[src/rtl/hazard_ctrl_pkg.sv]
// Shared types for the execute-stage hazard controller: FSM states, forwarding
// select codes and the in-flight destination scoreboard entry.
package hazard_ctrl_pkg;

  localparam int REG_SEL_W = 5;
  localparam int CNT_W     = 4;

  typedef enum logic [1:0] {
    ST_RUN      = 2'd0,
    ST_LU_STALL = 2'd1,
    ST_MEM_WAIT = 2'd2,
    ST_FLUSH    = 2'd3
  } state_t;

  localparam logic [1:0] FWD_REG = 2'd0;
  localparam logic [1:0] FWD_EX  = 2'd1;
  localparam logic [1:0] FWD_MEM = 2'd2;

  typedef struct packed {
    logic                 valid;
    logic [REG_SEL_W-1:0] rd_sel;
    logic                 load;
  } sb_entry_t;

  // A load sitting in EX has no result yet, so only MEM may supply it.
  function automatic logic [1:0] fwd_pick(sb_entry_t ex, sb_entry_t mem,
                                          logic used, logic [REG_SEL_W-1:0] sel);
    if (!used || sel == '0) return FWD_REG;
    if (ex.valid && !ex.load && ex.rd_sel == sel) return FWD_EX;
    if (mem.valid && mem.rd_sel == sel) return FWD_MEM;
    return FWD_REG;
  endfunction

endpackage

[src/rtl/hazard_ctrl_if.sv]
// Decode/memory handshake and pipeline control bundle between the pipeline
// (master) and the hazard controller (slave).
interface hazard_ctrl_if #(parameter int SEL_W = 5);

  logic             id_valid;
  logic [SEL_W-1:0] id_rs1_sel;
  logic [SEL_W-1:0] id_rs2_sel;
  logic             id_rs1_used;
  logic             id_rs2_used;
  logic [SEL_W-1:0] id_rd_sel;
  logic             id_rd_wr;
  logic             id_load;
  logic             id_j_type;
  logic             mem_req;
  logic             mem_ack;

  logic             halt_front;
  logic             halt_all;
  logic             bubble_ex;
  logic             flush_front;
  logic [1:0]       fwd_rs1;
  logic [1:0]       fwd_rs2;
  logic [1:0]       state_dbg;

  modport master (
    output id_valid, id_rs1_sel, id_rs2_sel, id_rs1_used, id_rs2_used,
           id_rd_sel, id_rd_wr, id_load, id_j_type, mem_req, mem_ack,
    input  halt_front, halt_all, bubble_ex, flush_front, fwd_rs1, fwd_rs2,
           state_dbg
  );

  modport slave (
    input  id_valid, id_rs1_sel, id_rs2_sel, id_rs1_used, id_rs2_used,
           id_rd_sel, id_rd_wr, id_load, id_j_type, mem_req, mem_ack,
    output halt_front, halt_all, bubble_ex, flush_front, fwd_rs1, fwd_rs2,
           state_dbg
  );

endinterface

[src/rtl/hazard_ctrl_scoreboard.sv]
// Two-entry EX/MEM destination tracker with forwarding selects and load-use
// detection for the instruction currently in decode.
module hazard_scoreboard
  import hazard_ctrl_pkg::*;
#(
  parameter int SEL_W = REG_SEL_W
) (
  input  logic             clk,
  input  logic             reset,
  input  logic             hold,
  input  logic             kill,
  input  logic             id_valid,
  input  logic [SEL_W-1:0] id_rs1_sel,
  input  logic [SEL_W-1:0] id_rs2_sel,
  input  logic             id_rs1_used,
  input  logic             id_rs2_used,
  input  logic [SEL_W-1:0] id_rd_sel,
  input  logic             id_rd_wr,
  input  logic             id_load,
  output logic [1:0]       fwd_rs1,
  output logic [1:0]       fwd_rs2,
  output logic             lu_hit
);

  sb_entry_t ex_q;
  sb_entry_t mem_q;

  always_ff @(posedge clk or posedge reset) begin
    if (reset) begin
      ex_q  <= '0;
      mem_q <= '0;
    end else if (!hold) begin
      mem_q        <= ex_q;
      ex_q.valid   <= id_valid & id_rd_wr & (id_rd_sel != '0) & ~kill;
      ex_q.rd_sel  <= id_rd_sel;
      ex_q.load    <= id_load;
    end
  end

  assign fwd_rs1 = fwd_pick(ex_q, mem_q, id_rs1_used, id_rs1_sel);
  assign fwd_rs2 = fwd_pick(ex_q, mem_q, id_rs2_used, id_rs2_sel);

  // A valid entry never holds x0, so no separate zero-select guard is needed.
  assign lu_hit = id_valid & ex_q.valid & ex_q.load &
                  ((id_rs1_used & (id_rs1_sel == ex_q.rd_sel)) |
                   (id_rs2_used & (id_rs2_sel == ex_q.rd_sel)));

endmodule

[src/rtl/hazard_ctrl.sv]
// Pipeline sequencing controller: memory-wait freeze, post-jump flush and
// load-use bubbles around the scoreboard's forwarding logic.
//
// state       | meaning
// ST_RUN      | normal issue; may start a stall, flush or bubble this cycle
// ST_LU_STALL | extra load-use bubbles while cnt_q counts down
// ST_MEM_WAIT | whole pipe frozen until mem_ack; resumes ret_q
// ST_FLUSH    | invalidating wrong-path fetches while cnt_q counts down
module hazard_ctrl
  import hazard_ctrl_pkg::*;
#(
  parameter int SEL_W        = REG_SEL_W,
  parameter int FLUSH_CYCLES = 2,
  parameter int LU_STALL     = 1
) (
  input  logic        clk,
  input  logic        reset,
  hazard_ctrl_if.slave bus
);

  state_t           state_q;
  state_t           ret_q;
  logic [CNT_W-1:0] cnt_q;

  logic halt_front_c;
  logic halt_all_c;
  logic bubble_c;
  logic flush_c;
  logic lu_hit;
  logic jump;
  logic mem_stall;
  logic mem_done;

  assign mem_stall = bus.mem_req & ~bus.mem_ack;
  assign mem_done  = bus.mem_req & bus.mem_ack;
  assign jump      = bus.id_valid & bus.id_j_type;

  hazard_scoreboard #(.SEL_W(SEL_W)) u_sb (
    .clk         (clk),
    .reset       (reset),
    .hold        (halt_all_c),
    .kill        (bubble_c | flush_c),
    .id_valid    (bus.id_valid),
    .id_rs1_sel  (bus.id_rs1_sel),
    .id_rs2_sel  (bus.id_rs2_sel),
    .id_rs1_used (bus.id_rs1_used),
    .id_rs2_used (bus.id_rs2_used),
    .id_rd_sel   (bus.id_rd_sel),
    .id_rd_wr    (bus.id_rd_wr),
    .id_load     (bus.id_load),
    .fwd_rs1     (bus.fwd_rs1),
    .fwd_rs2     (bus.fwd_rs2),
    .lu_hit      (lu_hit)
  );

  always_comb begin
    halt_front_c = 1'b0;
    halt_all_c   = 1'b0;
    bubble_c     = 1'b0;
    flush_c      = 1'b0;
    case (state_q)
      ST_RUN: begin
        if (mem_stall) begin
          halt_all_c   = 1'b1;
          halt_front_c = 1'b1;
        end else if (jump) begin
          flush_c = 1'b1;
        end else if (lu_hit) begin
          halt_front_c = 1'b1;
          bubble_c     = 1'b1;
        end
      end
      ST_LU_STALL: begin
        halt_front_c = 1'b1;
        if (mem_stall) halt_all_c = 1'b1;
        else           bubble_c   = 1'b1;
      end
      // The ack cycle releases the pipe; the resumed state acts from the next cycle.
      ST_MEM_WAIT: begin
        if (!mem_done) begin
          halt_all_c   = 1'b1;
          halt_front_c = 1'b1;
        end
      end
      ST_FLUSH: begin
        if (mem_stall) begin
          halt_all_c   = 1'b1;
          halt_front_c = 1'b1;
        end else begin
          flush_c = 1'b1;
        end
      end
      default: ;
    endcase
  end

  always_ff @(posedge clk or posedge reset) begin
    if (reset) begin
      state_q <= ST_RUN;
      ret_q   <= ST_RUN;
      cnt_q   <= '0;
    end else begin
      case (state_q)
        ST_RUN: begin
          if (mem_stall) begin
            state_q <= ST_MEM_WAIT;
            ret_q   <= ST_RUN;
          end else if (jump) begin
            cnt_q   <= CNT_W'(FLUSH_CYCLES - 1);
            state_q <= (FLUSH_CYCLES > 1) ? ST_FLUSH : ST_RUN;
          end else if (lu_hit && LU_STALL > 1) begin
            cnt_q   <= CNT_W'(LU_STALL - 1);
            state_q <= ST_LU_STALL;
          end
        end
        ST_LU_STALL, ST_FLUSH: begin
          if (mem_stall) begin
            state_q <= ST_MEM_WAIT;
            ret_q   <= state_q;
          end else begin
            cnt_q <= cnt_q - CNT_W'(1);
            if (cnt_q <= CNT_W'(1)) state_q <= ST_RUN;
          end
        end
        ST_MEM_WAIT: begin
          if (mem_done) state_q <= ret_q;
        end
        default: state_q <= ST_RUN;
      endcase
    end
  end

  assign bus.halt_front  = halt_front_c & ~reset;
  assign bus.halt_all    = halt_all_c & ~reset;
  assign bus.bubble_ex   = bubble_c & ~reset;
  assign bus.flush_front = flush_c & ~reset;
  assign bus.state_dbg   = state_q;

endmodule

[src/flat_wrapper.sv]
// flat-port wrapper written by rule: the top's interface ports become plain ports
module hazard_ctrl_flat import hazard_ctrl_pkg::*;
#(
  parameter int SEL_W        = REG_SEL_W,
  parameter int FLUSH_CYCLES = 2,
  parameter int LU_STALL     = 1
)
  (clk, reset, bus_id_valid, bus_id_rs1_sel, bus_id_rs2_sel, bus_id_rs1_used, bus_id_rs2_used, bus_id_rd_sel, bus_id_rd_wr, bus_id_load, bus_id_j_type, bus_mem_req, bus_mem_ack, bus_halt_front, bus_halt_all, bus_bubble_ex, bus_flush_front, bus_fwd_rs1, bus_fwd_rs2, bus_state_dbg);
  hazard_ctrl_if #(.SEL_W(SEL_W)) bus_i ();
  input  logic clk;
  input  logic reset;
  input wire logic [$bits(bus_i.id_valid)-1:0] bus_id_valid;
  input wire logic [$bits(bus_i.id_rs1_sel)-1:0] bus_id_rs1_sel;
  input wire logic [$bits(bus_i.id_rs2_sel)-1:0] bus_id_rs2_sel;
  input wire logic [$bits(bus_i.id_rs1_used)-1:0] bus_id_rs1_used;
  input wire logic [$bits(bus_i.id_rs2_used)-1:0] bus_id_rs2_used;
  input wire logic [$bits(bus_i.id_rd_sel)-1:0] bus_id_rd_sel;
  input wire logic [$bits(bus_i.id_rd_wr)-1:0] bus_id_rd_wr;
  input wire logic [$bits(bus_i.id_load)-1:0] bus_id_load;
  input wire logic [$bits(bus_i.id_j_type)-1:0] bus_id_j_type;
  input wire logic [$bits(bus_i.mem_req)-1:0] bus_mem_req;
  input wire logic [$bits(bus_i.mem_ack)-1:0] bus_mem_ack;
  output wire logic [$bits(bus_i.halt_front)-1:0] bus_halt_front;
  output wire logic [$bits(bus_i.halt_all)-1:0] bus_halt_all;
  output wire logic [$bits(bus_i.bubble_ex)-1:0] bus_bubble_ex;
  output wire logic [$bits(bus_i.flush_front)-1:0] bus_flush_front;
  output wire logic [$bits(bus_i.fwd_rs1)-1:0] bus_fwd_rs1;
  output wire logic [$bits(bus_i.fwd_rs2)-1:0] bus_fwd_rs2;
  output wire logic [$bits(bus_i.state_dbg)-1:0] bus_state_dbg;
  assign bus_i.id_valid = bus_id_valid;
  assign bus_i.id_rs1_sel = bus_id_rs1_sel;
  assign bus_i.id_rs2_sel = bus_id_rs2_sel;
  assign bus_i.id_rs1_used = bus_id_rs1_used;
  assign bus_i.id_rs2_used = bus_id_rs2_used;
  assign bus_i.id_rd_sel = bus_id_rd_sel;
  assign bus_i.id_rd_wr = bus_id_rd_wr;
  assign bus_i.id_load = bus_id_load;
  assign bus_i.id_j_type = bus_id_j_type;
  assign bus_i.mem_req = bus_mem_req;
  assign bus_i.mem_ack = bus_mem_ack;
  assign bus_halt_front = bus_i.halt_front;
  assign bus_halt_all = bus_i.halt_all;
  assign bus_bubble_ex = bus_i.bubble_ex;
  assign bus_flush_front = bus_i.flush_front;
  assign bus_fwd_rs1 = bus_i.fwd_rs1;
  assign bus_fwd_rs2 = bus_i.fwd_rs2;
  assign bus_state_dbg = bus_i.state_dbg;
  hazard_ctrl #(.SEL_W(SEL_W), .FLUSH_CYCLES(FLUSH_CYCLES), .LU_STALL(LU_STALL)) u_core (.clk(clk), .reset(reset), .bus(bus_i));
endmodule
[config.mk]
export PLATFORM = sky130hd
export DESIGN_NAME = hazard_ctrl_flat
export DESIGN_NICKNAME = d
export VERILOG_FILES = /design/src/rtl/hazard_ctrl_pkg.sv /design/src/rtl/hazard_ctrl_if.sv /design/src/rtl/hazard_ctrl_scoreboard.sv /design/src/rtl/hazard_ctrl.sv /design/src/flat_wrapper.sv
export SDC_FILE = /design/constraint.sdc
export NUM_CORES = 1
export LEC_CHECK = 0
export BUFFER_PORTS_ARGS = -buffer_cell sky130_fd_sc_hd__buf_2
export CELL_PAD_IN_SITES_DETAIL_PLACEMENT = 0
export CELL_PAD_IN_SITES_GLOBAL_PLACEMENT = 2
export CORE_ASPECT_RATIO = 0.5
export CORE_MARGIN = 8
export CORE_UTILIZATION = 32
export DETAILED_ROUTE_END_ITERATION = 10
export GPL_ROUTABILITY_DRIVEN = 0
export GPL_TIMING_DRIVEN = 0
export PLACE_DENSITY_LB_ADDON = 0.15
export SLEW_MARGIN = 20
export SYNTH_ARGS = -nofsm -noshare
export SYNTH_HDL_FRONTEND = slang
export SYNTH_SLANG_ARGS = --single-unit
[constraint.sdc]
create_clock -name clk -period 2.1 [get_ports clk]
set_input_delay 0.21 -clock clk [delete_from_list [all_inputs] [get_ports clk]]
set_output_delay 0.21 -clock clk [all_outputs]
set_load 0.02 [all_outputs]
==> reports/qor.txt <==
outcome - finished clean
antenna-violating nets left - 0
sequential power share - 33.5%
post-placement cell area - 1750 sq um
Cell variety after synth - 39
IO buf count - 34
Crit Path Class - reg -> out
Initial Util - 33.7%
Logic pwr share - 55.0%
Post-Route Setup TNS - 0 ns
H-tree depth - 1
Mapped Avg Cell Area - 9.28 sq um
initial antenna violation count - 0
fin. max-slew vios - 0
CTS root buf - clkbuf_8
WHS - 0.175 ns
number of failing hold endpoints at the final stage - 0
pwr dens - 1210 nW/um^2
largest net degree at the start of global routing - 23
pre-CTS setup slack - -0.00165 ns
die area - 7280 sq um
Design Area, Final - 1910 sq um
CTS Hold Buffers Added - 0
final worst-path cycle share - 99.9%
die height - 64.5 um
total wire length - 4160 um
P_int - 1.32 mW
Max clock buf depth - 2
Rows - 17
Post-synth EDFFs - 0
Layout area overhead - 26.7%
top-area cell type share of the netlist area - 34.9%
io pins - 35
Synth Register Bits - 21
vias in the first global route - 1453
post-layout util - 42.7%
clock share of power - 11.6%
Seq/Total Area, Yosys - 34.9%
placed cell count - 253
layout cells sized above 1 - 36.1%
clk_lat worst skew - 0.26 ns
CTS sink cnt - 21
first-pass GRT wire length - 6840 um
PnR worst setup slack - 0.00160 ns
leakage - 0.829 nW
Worst Tran Pin Value - 0.897 ns
Worst VDD drop - 0.433 mV
synth top area cells - dfrtp_1, mux2_2, xnor2_1, ha_1, xor2_1
HP Class - in -> reg
switching share of power - 42.6%
critical path launch point type - flop
Cells after Synth - 162
total net switching power - 0.981 mW
clk_skew - 0.00206 ns
ys flop type - dfrtp_1
CTS tree - done
Worst Path Max Fanout - 4
RSZ-0062 raised after global routing - yes
Layout Cells excl Fill - 262
warnings from Yosys - 0
Critical Path RT - 1.89 ns
crit path DAT - 1.89 ns
DR DRC count - 0
slowest stage delay, CP - 0.46 ns
slowest CP cell - dfrtp_2
n_diodes - 0
core area - 4470 sq um
crit-path cells - xnor2_2 > nand3_2 > o22a_1 > a2111oi_2 > buf_2
post-synth top area cell - dfrtp_1
routed len/inst - 15.9 um
Worst setup EP type - primary output
overall power - 2.30 mW
drt first pass iters - 4
vias per std cell - 5.24
dpl hpwl - 3250 um
Final nets - 238
Total GRT Usage - 11.5%
TritonCTS buffer count - 3
Max-Cap Viols - 0
Iteration-0 DRC Markers - 30
Fmax achieved - 477 MHz
Overflow after GRT - 0
Syn Nets - 194
Vias - 1374
Netlist Area Pre-Place - 1500 sq um
asr flop ratio synth - 100%
Max-slew headroom - 40.1%
fin crit period - 2.10 ns
die extent in x - 113 um
Clock transition at path regs - 0.08 ns
Finish-stage setup viols - 0
-- registers in the layout, indices dropped and copies added (netlist names) --
signal	cells
u_core.bus.state_dbg	2
u_core.cnt_q	4
u_core.ret_q	2
u_core.u_sb.ex_q	7
u_core.u_sb.mem_q	6
-- cells in the final DEF (no fill, tap or decap), types with 6 or more instances in the layout --
cell type	n
nor4_1	6
xnor2_1	6
nor3_1	6
buf_2	35
xor2_1	8
nand2_1	10
mux2_2	12
nor2_1	10
xnor2_2	6
nand3_1	8
o21ai_0	7
a21oi_1	11
dfrtp_1	17
-- cell families after synthesis --
family / after synthesis / share of synthesized area [%]
simple gates: 56 / 19.0
compound gates: 37 / 16.9
flops: 21 / 34.9
xor+xnor: 20 / 11.6
mux: 13 / 9.65
buf+inv: 8 / 2.08
fa+ha+maj: 7 / 5.82
-- Yosys cell counts, types with 3 or more instances --
master,instances
nor2_1,10
nor3_1,6
dfrtp_1,21
nand3_1,9
xor2_1,8
mux2_2,12
xnor2_1,12
o21ai_0,7
inv_1,5
ha_1,7
nor4_1,6
nand2_1,11
a21oi_1,11
nand2b_1,3
-- critical path: cells and delay by family, from the launching register on --
kind	cells	cell delay, ns
buf+inv	1	0.22
simple gates	1	0.14
flops	1	0.46
xor+xnor	1	0.19
compound gates	2	0.61
-- path summary, 6_finish.rpt --
path | endpoint | from | cells past startpoint | slack [ns]
setup reg to reg | u_core.cnt_q[0] | u_core.bus.state_dbg[0] | 5 | 0.03
setup / recovery | bus_halt_front | u_core.u_sb.ex_q[4] | 5 | 0.002
max in group asynchronous | u_core.bus.state_dbg[0] | reset | 2 | 1.31
min in group asynchronous | u_core.u_sb.ex_q[0] | reset | 2 | 0.18
hold / removal | u_core.u_sb.ex_q[0] | bus_id_load | 2 | 0.17
hold reg to reg | u_core.u_sb.mem_q[6] | u_core.u_sb.mem_q[6] | 2 | 0.51
-- what timing repair did --
item | in CTS | in global routing
setup endpoints to repair | 3 | 3
gates resized for setup | 15 | 3
hold endpoints to repair | 0 | 0
buffers inserted | 5 | 0
pin swaps | 4 | 0
-- per-layer routing --
layer | track usage [%] | share of wire (%) | wire, um
met4 | 1.81 | 0.38 | 16
met2 | 20.7 | 48 | 1990
met5 | 0 | 0 | 0
met1 | 13.4 | 47 | 1940
met3 | 3.79 | 5.1 | 214
-- final cells by class --
| class | count | area [sq um] |
|---|---|---|
| Clock buffer | 3 | 41.3 |
| Tap cell | 57 | 71.3 |
| Timing Repair Buffer | 39 | 208 |
| Buffer | 3 | 16.3 |
| Inverter | 5 | 18.8 |
| Multi-Input combinational cell | 133 | 1010 |
| Fill cell | 454 | 2560 |
| Sequential cell | 21 | 531 |
| Clock inverter | 1 | 5.00 |
-- power by group through the flow --
| stage | logic, mW | clock network [mW] | registers [mW] |
|---|---|---|---|
| 6_report | 1.27 | 0.266 | 0.771 |
| 5_1_grt | 1.41 | 0.294 | 0.797 |
| 4_1_cts | 1.25 | 0.280 | 0.764 |
| 3_5_place_dp | 1.12 | 0 | 0.774 |
| 3_3_place_gp | 1.12 | 0 | 0.765 |
| 2_1_floorplan | 0.847 | 0 | 0.743 |
No activity file was read; power rests on OpenSTA's default activity.
